===== src/rtl/crp16_alu_serial_addsub.sv =====
// CRP16 digit-serial add/sub unit: CHUNK bits per cycle over a WIDTH-bit word.
// Handles ADD/SUB/ADC/SBC with carry, overflow, zero and negative flags.
module crp16_alu_serial_addsub #(
    parameter int WIDTH = 16,
    parameter int CHUNK = 4
) (
    input  logic             clk,
    input  logic             reset,
    input  logic             start,
    input  logic [1:0]       op,
    input  logic [WIDTH-1:0] x,
    input  logic [WIDTH-1:0] y,
    input  logic             c_in,
    output logic             busy,
    output logic             done,
    output logic [WIDTH-1:0] r,
    output logic             c_out,
    output logic             v,
    output logic             z,
    output logic             n
);

    localparam int N  = WIDTH / CHUNK;
    localparam int KW = (N > 1) ? $clog2(N) : 1;
    localparam int CW = CHUNK + 1;
    localparam logic [KW-1:0] K_LAST = KW'(N - 1);

    typedef enum logic {IDLE, RUN} state_t;

    state_t           state_q, state_d;
    logic [KW-1:0]    k_q, k_d;
    logic [WIDTH-1:0] x_q, x_d;
    logic [WIDTH-1:0] y_q, y_d;
    logic [WIDTH-1:0] acc_q, acc_d;
    logic             cy_q, cy_d;
    logic [WIDTH-1:0] r_q, r_d;
    logic             c_out_q, c_out_d;
    logic             v_q, v_d;
    logic             z_q, z_d;
    logic             n_q, n_d;
    logic             done_q, done_d;

    logic [CHUNK:0]   sum;
    logic [WIDTH-1:0] res;
    logic             last;
    logic             take;

    always_comb begin
        sum = {1'b0, x_q[int'(k_q)*CHUNK +: CHUNK]}
            + {1'b0, y_q[int'(k_q)*CHUNK +: CHUNK]}
            + CW'(cy_q);
        res = acc_q;
        res[int'(k_q)*CHUNK +: CHUNK] = sum[CHUNK-1:0];
        last = (k_q == K_LAST);
        // The final-chunk edge may accept a new op, so held start runs every N cycles
        take = start && ((state_q == IDLE) || last);
    end

    always_comb begin
        state_d = state_q;
        k_d     = k_q;
        x_d     = x_q;
        y_d     = y_q;
        acc_d   = acc_q;
        cy_d    = cy_q;
        r_d     = r_q;
        c_out_d = c_out_q;
        v_d     = v_q;
        z_d     = z_q;
        n_d     = n_q;
        done_d  = 1'b0;

        unique case (state_q)
            IDLE: begin
            end
            RUN: begin
                acc_d = res;
                cy_d  = sum[CHUNK];
                k_d   = k_q + KW'(1);
                if (last) begin
                    state_d = IDLE;
                    k_d     = '0;
                    done_d  = 1'b1;
                    r_d     = res;
                    c_out_d = sum[CHUNK];
                    v_d     = (x_q[WIDTH-1] == y_q[WIDTH-1])
                           && (res[WIDTH-1] != x_q[WIDTH-1]);
                    z_d     = (res == '0);
                    n_d     = res[WIDTH-1];
                end
            end
        endcase

        if (take) begin
            state_d = RUN;
            k_d     = '0;
            x_d     = x;
            y_d     = op[0] ? ~y : y;
            cy_d    = op[1] ? c_in : op[0];
            acc_d   = '0;
        end
    end

    always_ff @(posedge clk) begin
        if (reset) begin
            state_q <= IDLE;
            k_q     <= '0;
            x_q     <= '0;
            y_q     <= '0;
            acc_q   <= '0;
            cy_q    <= 1'b0;
            r_q     <= '0;
            c_out_q <= 1'b0;
            v_q     <= 1'b0;
            z_q     <= 1'b0;
            n_q     <= 1'b0;
            done_q  <= 1'b0;
        end else begin
            state_q <= state_d;
            k_q     <= k_d;
            x_q     <= x_d;
            y_q     <= y_d;
            acc_q   <= acc_d;
            cy_q    <= cy_d;
            r_q     <= r_d;
            c_out_q <= c_out_d;
            v_q     <= v_d;
            z_q     <= z_d;
            n_q     <= n_d;
            done_q  <= done_d;
        end
    end

    assign busy  = (state_q == RUN);
    assign done  = done_q;
    assign r     = r_q;
    assign c_out = c_out_q;
    assign v     = v_q;
    assign z     = z_q;
    assign n     = n_q;

endmodule


===== config.mk =====
export PLATFORM = sky130hd
export DESIGN_NAME = crp16_alu_serial_addsub
export DESIGN_NICKNAME = d
export VERILOG_FILES = /design/src/rtl/crp16_alu_serial_addsub.sv
export SDC_FILE = /design/constraint.sdc
export NUM_CORES = 1
export LEC_CHECK = 0
export ABC_AREA = 1
export CAP_MARGIN = 40
export CORE_ASPECT_RATIO = 0.75
export CORE_MARGIN = 1.5
export CORE_UTILIZATION = 40
export CTS_CLUSTER_DIAMETER = 50
export DETAILED_ROUTE_END_ITERATION = 8
export PLACE_DENSITY = 0.68
export SETUP_SLACK_MARGIN = 0.2
export SYNTH_ARGS = -nofsm -noshare
export SYNTH_HDL_FRONTEND = slang
export SYNTH_SLANG_ARGS = --single-unit

===== constraint.sdc =====
create_clock -name clk -period 3.75 [get_ports clk]
set_input_delay 0.75 -clock clk [delete_from_list [all_inputs] [get_ports clk]]
set_output_delay 0.75 -clock clk [all_outputs]
set_load 0.05 [all_outputs]

==> Word level (Yosys, flattened, before mapping) <==
Index checks and enable logic that the tools add are counted.
{ "word_totals": {"ff_bits": 73, "latchBits": 0, "ram_bits": 0, "rom_bits": 0, "inputBits": 38, "out_inout_bits": 22, "memories": 0} }
{ "classes": {"addsub": 4, "multipliers": 0, "n_div": 0, "magnitude_cmp": 0, "n_eq_ne": 3, "shifts": 4, "n_mux": 10, "bitwise": 2, "reduce_logical": 8} }
{ "ops": {"columns": ["op", "count"], "rows": [
  ["negation 4 -> 33 bit", 1],
  ["variable shift 4 x 33 -> 16 bit (first input constant)", 1],
  ["indexed part select 4 x 33 -> 16 bit", 1],
  ["indexed part select 16 x 5 -> 4 bit", 2],
  ["bitwise mux 16 bit", 1],
  ["zero test 16 bit", 1],
  ["two-way mux 16 bit", 1],
  ["inverter 16 bit", 1],
  ["two-way mux 1 bit", 7],
  ["adder 4 x 4 -> 5 bit", 1],
  ["adder 5 x 1 -> 5 bit", 1],
  ["OR reduction 2 bit", 2],
  ["adder 2 x 1 -> 2 bit (second input constant)", 1],
  ["== test 2 bit (second input constant)", 1],
  ["logical AND 1 bit", 2],
  ["two-way mux 2 bit", 1],
  ["AND reduction 2 bit", 1],
  ["nonzero test 2 bit", 1],
  ["== test 1 bit", 1],
  ["logical OR 1 bit", 1],
  ["!= test 1 bit", 1],
  ["inverter 1 bit", 1]
]} }

==> Longest topological paths before layout <==
Gate-level depths: netlist of the first run.
{ "depth": {"word_depth": 7, "ltp_mapped": 18} }

==> Worst setup path before layout of the first run <==
No wires, ideal clock.
{ "synth_path": {"path_type": "register -> register", "start": "register k_q[0]", "end": "register z_q (netlist: z)", "t_arrival_ns": 2.664, "required_time_ns": 3.616, "setup_slack_ns": 0.952, "path_stages_with_launch": 17, "path_buffers": 2, "period_less_slack_ns": 2.798, "path_cell_list": "dfxtp_1 -> buf_2 -> inv_2 -> clkbuf_1 -> o21ai_0 -> o22ai_1 -> fa_1 -> inv_1 -> fa_1 -> nor2_1 -> nand2_1 -> o21ai_0 -> nor3_1 -> nand2_1 -> nor2_1 -> nand3_1 -> a21oi_1"} }
{ "synth_between": {"elab_chain_cells": 6, "word_cells_on_any_way": 11} }
{ "synth_rtl": {"columns": ["element", "line", "rtl"], "rows": [
  ["start, declared", "31", "logic [KW-1:0] k_q, k_d;"],
  ["start signal, assigned", "120", "k_q <= k_d;"],
  ["indexed part select 16 x 5 -> 4 bit, on equally long branches", "49, 50", null],
  ["adder 4 x 4 -> 5 bit", "50", "+ {1'b0, y_q[int'(k_q)*CHUNK +: CHUNK]}"],
  ["adder 5 x 1 -> 5 bit", "51", "+ CW'(cy_q);"],
  ["indexed part select 4 x 33 -> 16 bit", "53", "res[int'(k_q)*CHUNK +: CHUNK] = sum[CHUNK-1:0];"],
  ["bitwise mux 16 bit", "53", null],
  ["zero test 16 bit", "88", "z_d = (res == '0);"],
  ["end signal, assigned", "128", "z_q <= z_d;"],
  ["end, declared", "39", "logic z_q, z_d;"]
]} }
Several ways; a longest one is shown, not always the timed one.
A chain may end at the register's enable or synchronous reset.

==> Final worst setup path of the first run <==
{ "layout_path": {"start": "register k_q[1]", "end": "register z_q (netlist: z)"} }
The elaborated chain is that of the path after synthesis.

==> impl_metrics.ini, run 1 <==
[grt]
antenna_found_initial = 0
grt_overflow = 0
grt_pass1_wl_mm = 15.27
grt_pass1_vias = 3123
grt_max_degree = 32
grt_use_total_pct = 20.30

[sta]
finClkSkew_ps = 8.816
holdWs_ps = 458.1
period_needed_ps = 3014
slew_headroom_pct = 41.80
setup_viol = 0
rsz0062_at_grt = no
slew_violations = 0
fmaxAchievable_mhz = 331.8
setup_tns_ps = 0
hold_viol = 0
worst_slew_pin_slew_ps = 870.2
post-route-period-util_pct = 80.37

[synthesis]
yosys.area.top_type_share_pct = 41.00
ys_types = 33
postSynthCellCount = 494
synth_top_area_cell = dfxtp_1
synth.top_cells.by_area = dfxtp_1, nor2_1, o21ai_0
synth_seq_cells = 72
avgSynthCellArea_sq_um = 7.117
ys_warn_count = 0
ys_seq_area_share_pct = 41.00
netlist_area_sq_um = 3516
syn_nets = 543

[cts]
cts_setup_buffers = 0
cts_resized = 0
clock_latency_ps = 340
hold_buffers = 0
root_buffer = clkbuf_16
clock_sinks = 72
cts-htree-levels = 3
cts_tree = done
cts.path.max_buffers = 2
clkTransAtPathRegs_ps = 60
numCtsBuffers = 9

[worst_setup_path]
endpoint_kind = flip-flop
r2r_start = k_q[1]
startpoint = k_q[1]
critPathKind = flip-flop to flip-flop
cp-endpoint = z
rr_endpoint = z
startpoint_type = flip-flop
critPathMaxFanout = 14
cp.required_ps = 3950
rrSetupSlack_ps = 740
r2r_cells = 14
arrival_ps = 3220

[final_layout]
layout.cells.non_filler = 654
fillers = 863
design_area_sq_um = 4448
n_antenna_cell = 0
drive_gt1_share_pct = 5.495
areaGrowthSynthToFinish_pct = 26.51
final_nets = 590
layout_commonest_cell = nor2_1
final_cell_mix = nor2_1, dfxtp_1, nand2_1

[flow_run]
cap_violations = 0

[power_and_ir_drop]
ir_drop_mv = 0.2609
finalPower_uw = 2021
pwr_density_cell_nw_per_um2 = 454.5
power.leakage_uw = 0.001957

[die]
core_sq_um = 8491
start_util_pct = 41.41
ios = 60
die_area_sq_um = 9367
dieHeight_microns = 84.19
rows = 29
die_w_microns = 111.3

[min_path]
whs_path_depth = 2
hp-class = flip-flop to flip-flop

[placement]
port_buffers = 59
place.gp.congestion = 0.9028
dp_hpwl_mm = 6.520
place_inst = 638
dpl-instance-area_sq_um = 4140

[detailed_routing]
dr_total_vias = 3280
via_per_inst = 5.015
drt_iter0_markers = 211
wl_per_cell_microns = 13.78
drc_errors = 0
drtPass1Iterations = 5
drt-total-wl_mm = 9.009
ant_nets = 0

[outcome]
outcome = finished, final reports clean
cell usage after synthesis:
cell        n
o22ai_1     8
nor2_2      1
buf_2       9
a32oi_1     2
o21ai_1     2
xor2_1      1
a211oi_1    5
mux2i_1     1
nand2_1    66
fa_1        2
or2_2       1
nand2_4     1
ha_1        9
dfxtp_1    72
a31oi_1     1
o21ai_0    57
o211ai_1    5
a21oi_1    20
nand3_1    35
nor2_1     95
buf_1       1
or2_4       1
inv_1      54
buf_4       3
xnor2_1    16
inv_2       4
nand2_2     1
buf_6       1
nor3_1      1
nand4_1     4
o2111ai_1   1
a22oi_2     1
clkbuf_1   13
sequential cells by signal, indices dropped and copies added, names as in the netlist:
name	flops
acc_q	16
r	16
x_q	16
y_q	16
k_q	2
busy	1
c_out	1
cy_q	1
done	1
v	1
z	1
power by group:
part	internal, uW	total (uW)	switching [uW]	leakage [uW]
Clock	548	876	328	0.000148
Combinational	127	313	186	0.00122
Sequential	806	833	27.3	0.000589
metal layers:
metal	vias to the layer above	wire [microns]	part of all wire (%)	GRT usage, %
met3	7	452	5.0	4.404
met4	0	63	0.70	6.559
met1	1500	4904	54	30.13
li1	1686	-	-	-
met5	-	0	0	0
met2	87	3588	40	29.22
cell families (layout without fill, tap and decap cells):
logic type / after synthesis / in the layout / share of synthesized area (%)
AOI/OAI and AO/OA: 102 / 102 / 16.09
xor gates and xnor gates: 17 / 17 / 4.235
adders and majority gates: 11 / 11 / 4.342
buffers and inverters: 85 / 137 / 9.928
DFF: 72 / 72 / 41.00
muxes: 1 / 1 / 0.2847
and+or+nand+nor: 206 / 206 / 24.13
cell type report:
class | instances | area [sq um] | area share [%]
clock buffer | 11 | 252.7 | 5.682
timing repair buffer | 63 | 620.6 | 13.95
sequential | 72 | 1441 | 32.40
inverter | 58 | 217.7 | 4.895
clock inverter | 5 | 55.05 | 1.238
multi-input combinational | 337 | 1725 | 38.79
tap | 108 | 135.1 | 3.038
critical path, stage by stage, from the launching register on:
cell and delay, ps:
dfxtp_1 500, inv_1 270, o21ai_0 140, o22ai_1 110, fa_1 430, inv_1 80, fa_1 420, nor2_1 160
nand2_1 100, o21ai_0 330, nor3_1 90, nand2_1 70, nor2_1 40, nand3_1 70, a21oi_1 60
worst min-delay path by stage:
stage          endpoint  slack [ps]   start
6_report         y_q[1]         460  y_q[1]
4_1_cts          y_q[1]         460  y_q[1]
3_3_place_gp     y_q[1]         450  y_q[1]
2_1_floorplan    y_q[1]         430  y_q[1]
5_1_grt          y_q[1]         470  y_q[1]
3_5_place_dp     y_q[1]         450  y_q[1]
through the flow:
step	utilization (%)	setup slack, ps
5_1_grt	52.39	386.0
4_1_cts	52.39	768.5
6_report	52.39	736.1
3_3_place_gp	48.76	912.0
2_1_floorplan	-	952.2
3_5_place_dp	48.76	793.7
Note: power is estimated with default switching activity, not from simulation.
==> run 2: changes to the inputs <==
- PLACE_DENSITY: 0.68 -> 0.7
- clock period: 3.75 -> 2.74 ns (I/O delays scaled with it)
==> impl_metrics.ini, run 2 (synthesized netlist as in run 1, its figures left out) <==
[outcome]
outcome = finished, final reports clean

[placement]
place.gp.congestion = 0.8916
dp_hpwl_mm = 6.492
dpl-instance-area_sq_um = 4214
dpl_worst_slack_ps = -18.06
port_buffers = 59

[cts]
numCtsBuffers = 9
hold_buffers = 0
cts.path.max_buffers = 2
cts-htree-levels = 3
clkTransAtPathRegs_ps = 60
clock_latency_ps = 330
cts_tree = done
clock_sinks = 72
root_buffer = clkbuf_16

[sta]
holdWs_ps = 468.1
setup_tns_ps = 0
post-route-period-util_pct = 92.26
finClkSkew_ps = 6.969
timing.final.ws_setup_ps = 212.1
slew_headroom_pct = 66.11
slew_violations = 0
rsz0062_at_grt = yes
setup_viol = 0
hold_viol = 0
period_needed_ps = 2528
worst_slew_pin_slew_ps = 506.8
fmaxAchievable_mhz = 395.6

[worst_setup_path]
r2r_cells = 14
slowest_stage = fa_2
cp_cell_sequence = buf_6, nor2_2, o22ai_2, fa_2, inv_2, fa_2, nor2_4, nand2_1, nand3_1, nor3_1, nand2_1, nor2_1, nand3_1, a21oi_2
critPathKind = flip-flop to flip-flop
cp_slowest_stage_delay_ps = 600
startpoint_type = flip-flop
endpoint_kind = flip-flop
arrival_ps = 2790
cp.depth = 14
critPathTopFamily = adder cells
crit_buf_inv = 2
critPathMaxFanout = 6
cp.required_ps = 3010

[die]
start_util_pct = 41.41
core_sq_um = 8491
rows = 29
ios = 60
die_w_microns = 111.3
die_area_sq_um = 9367
dieHeight_microns = 84.19

[grt]
grt_pass1_wl_mm = 15.08
antenna_found_initial = 0
grt_use_total_pct = 19.92
grt_pass1_vias = 3152
grt_overflow = 0
grt_max_degree = 26

[detailed_routing]
drt-total-wl_mm = 8.944
drt_iter0_markers = 227
wl_per_cell_microns = 13.31
via_per_inst = 4.960
ant_nets = 0
drtPass1Iterations = 4
drc_errors = 0
dr_total_vias = 3333

[power_and_ir_drop]
power_frac_comb_pct = 17.0
pwr_density_cell_nw_per_um2 = 592.7
power.internal_uw = 2027
power_frac_clock_pct = 41.8
ir_drop_mv = 0.2668
share_seq_of_total_power_pct = 41.1
swShare_pct = 26.86
power.leakage_uw = 0.002056
p_switching_uw = 744.3

[min_path]
whs_path_depth = 2
hp-class = flip-flop to flip-flop

[final_layout]
final_cell_mix = nor2_1, dfxtp_1, nand2_1
utilization_pct = 55.07
n_antenna_cell = 0
final_nets = 609
layout_commonest_cell = nor2_1
drive_gt1_share_pct = 12.77
design_area_sq_um = 4676
areaGrowthSynthToFinish_pct = 32.99

[flow_run]
cap_violations = 0
-- run 2: cell types whose count changed in the layout (fill, tap and decap cells not counted), sizes merged --
cell      change
buf          +18
clkbuf        -1
clkinvlp      +1
clkinv        -1
inv           +1
-- run 2: timing repair --
item,4_1_cts,5_1_grt
buffers inserted,9,2
pin swaps,6,14
gates cloned,1,0
gates resized for setup,14,14
setup endpoints to repair,6,7
-- run 2: routing by layer --
metal / GRT usage [%] / vias to the layer above / part of all wire (%)
met5: 0 / - / 0
met1: 28.27 / 1520 / 52
met4: 7.020 / 0 / 1.4
li1: - / 1720 / -
met2: 29.73 / 82 / 41
met3: 4.765 / 11 / 5.4
-- run 2: power by group through the flow --
stage          registers (uW)  logic [uW]  clock network [uW]
4_1_cts                  1140         450                1170
5_1_grt                  1150         529                1220
3_3_place_gp             1160         428                   0
2_1_floorplan            1150         305                   0
3_5_place_dp             1160         432                   0
6_report                 1140         472                1160
-- run 2: area by class of cell --
type | count | area (sq um)
fillers | 794 | 3815
multi-input cells | 337 | 1799
flip-flops and latches | 72 | 1449
repair buffers | 81 | 767.0
clock buffers | 10 | 239.0
inverters | 58 | 225.2
well taps | 108 | 135.1
clock inverters | 5 | 57.56
repair inverters | 1 | 3.754
-- run 2: tightest hold or removal path, delay by kind of cell, from the launching register on --
family	cells	cell delay [ps]
flops	1	310
simple gates	2	120
-- run 2: path summary, 6_finish.rpt --
path / from / to / slack [ps]
worst max-delay path: k_q[0] / z / 210
worst max register to register: k_q[0] / z / 210
worst min register to register: r[8] / r[8] / 470
worst min-delay path: r[8] / r[8] / 470
-- run 2: stage by stage --
stage,instances,power (uW)
3_5_place_dp,645,1595
5_1_grt,672,2896
3_3_place_gp,645,1591
6_report,672,2772
2_1_floorplan,494,1456
4_1_cts,670,2763
==> run 3: changes to the inputs <==
- CORE_ASPECT_RATIO: 0.75 -> not set
- CORE_UTILIZATION: 40 -> 48
- PLACE_DENSITY: 0.7 -> 0.81
==> impl_metrics.ini, run 3 (synthesized netlist as in run 1, its figures left out) <==
[grt]
antenna_found_initial = 0
grt_use_total_pct = 23.59
grt_pass1_wl_mm = 14.35
grt_max_degree = 31
grt_pass1_vias = 3156
grt_overflow = 0

[final_layout]
final_nets = 610
layout_commonest_cell = nor2_1
drive_gt1_share_pct = 11.84
areaGrowthSynthToFinish_pct = 29.89
final_cell_mix = nor2_1, dfxtp_1, nand2_1
n_antenna_cell = 0
design_area_sq_um = 4567

[detailed_routing]
drt-total-wl_mm = 9.009
drtPass1Iterations = 5
wl_per_cell_microns = 13.55
drt_iter0_markers = 232
drc_errors = 0
dr_total_vias = 3400
via_per_inst = 5.113
ant_nets = 0

[die]
die_w_microns = 88.59
rows = 31
core_sq_um = 7176
start_util_pct = 49.00
die_area_sq_um = 7847
ios = 60
dieHeight_microns = 88.59

[worst_setup_path]
startpoint_type = flip-flop
cp.required_ps = 3010
cp-endpoint = z
startpoint = k_q[0]
critPathMaxFanout = 9
arrival_ps = 2810
r2r_start = k_q[0]
rr_endpoint = z
endpoint_kind = flip-flop
rrSetupSlack_ps = 210
critPathKind = flip-flop to flip-flop
r2r_cells = 16

[outcome]
outcome = finished, final reports clean

[sta]
worst_slew_pin_slew_ps = 520.1
hold_viol = 0
slew_headroom_pct = 65.22
slew_violations = 0
rsz0062_at_grt = yes
period_needed_ps = 2534
setup_tns_ps = 0
finClkSkew_ps = 8.425
post-route-period-util_pct = 92.46
setup_viol = 0
fmaxAchievable_mhz = 394.7

[placement]
dp_hpwl_mm = 6.275
dpl-instance-area_sq_um = 4225
port_buffers = 59
place.gp.congestion = 0.9150

[power_and_ir_drop]
pwr_density_cell_nw_per_um2 = 537.4
power.leakage_uw = 0.002027
ir_drop_mv = 0.2164

[cts]
clock_sinks = 72
clkTransAtPathRegs_ps = 70
numCtsBuffers = 9
clock_latency_ps = 350
cts.path.max_buffers = 2
cts-htree-levels = 3
cts_tree = done
root_buffer = clkbuf_8

[flow_run]
cap_violations = 0

[min_path]
hp-class = flip-flop to flip-flop
run 3: layout make-up:
class	count	area (sq um)
Tap cell	99	123.9
Inverter	58	232.7
Clock buffer	13	158.9
Timing Repair Buffer	83	774.5
Fill cell	613	2609
Multi-Input combinational cell	337	1790
Sequential cell	72	1446
Clock inverter	3	40.04
run 3: timing repair:
item	4_1_cts	5_1_grt
pin swaps	1	7
buffers inserted	3	7
hold buffers	0	0
gates resized for setup	3	17
endpoints found under the setup margin	2	11
run 3: worst min path at each step:
| stage | start | endpoint | slack (ps) | cells after the start |
|---|---|---|---|---|
| 2_1_floorplan | y_q[1] | y_q[1] | 430 | 2 |
| 3_3_place_gp | r[5] | r[5] | 460 | 2 |
| 3_5_place_dp | r[5] | r[5] | 460 | 2 |
| 4_1_cts | r[5] | r[5] | 470 | 2 |
| 5_1_grt | r[4] | r[4] | 500 | 2 |
| 6_report | r[5] | r[5] | 470 | 2 |
run 3: layer usage:
metal  vias up  global-route usage (%)  share of wire [%]
met4         0                   6.960                2.2
met3        16                   5.504                5.8
met2       109                   39.07                 48
met5         -                       0                  0
li1       1724                       -                  -
met1      1551                   30.78                 44
run 3: metrics by stage:
step                worst slack, ps  hold slack (ps)  instances  util [%]  power, uW
floorplan                     208.6            430.5        494         -       1456
global placement              153.9            458.3        639     58.88       1583
detailed placement            39.71            458.8        639     58.88       1597
CTS                           221.1            470.9        658     62.04       2428
global route                  67.70            495.4        665     63.64       2566
finish                        206.5            467.4        665     63.64       2454
run 3: where the power goes:
part           total, uW  switching [uW]  leakage, uW  internal (uW)
logic                472             269      0.00133            203
registers           1140            37.8     0.000590           1100
clock network        843             375     0.000103            468
total               2450             682      0.00203           1770
run 3: critical path, stage by stage, from the launching register on:
cell     delay, ps
dfxtp_4        390
buf_6          150
nor2_2          90
inv_1           60
a32oi_2        250
inv_1           90
fa_1           550
nor2_2          50
nand2_1         80
nor2_1          40
nor2_1         140
nand2_1         90
nor2_1          90
nand2_1         60
nor2_1         110
nand3_1         80
a21oi_1        140
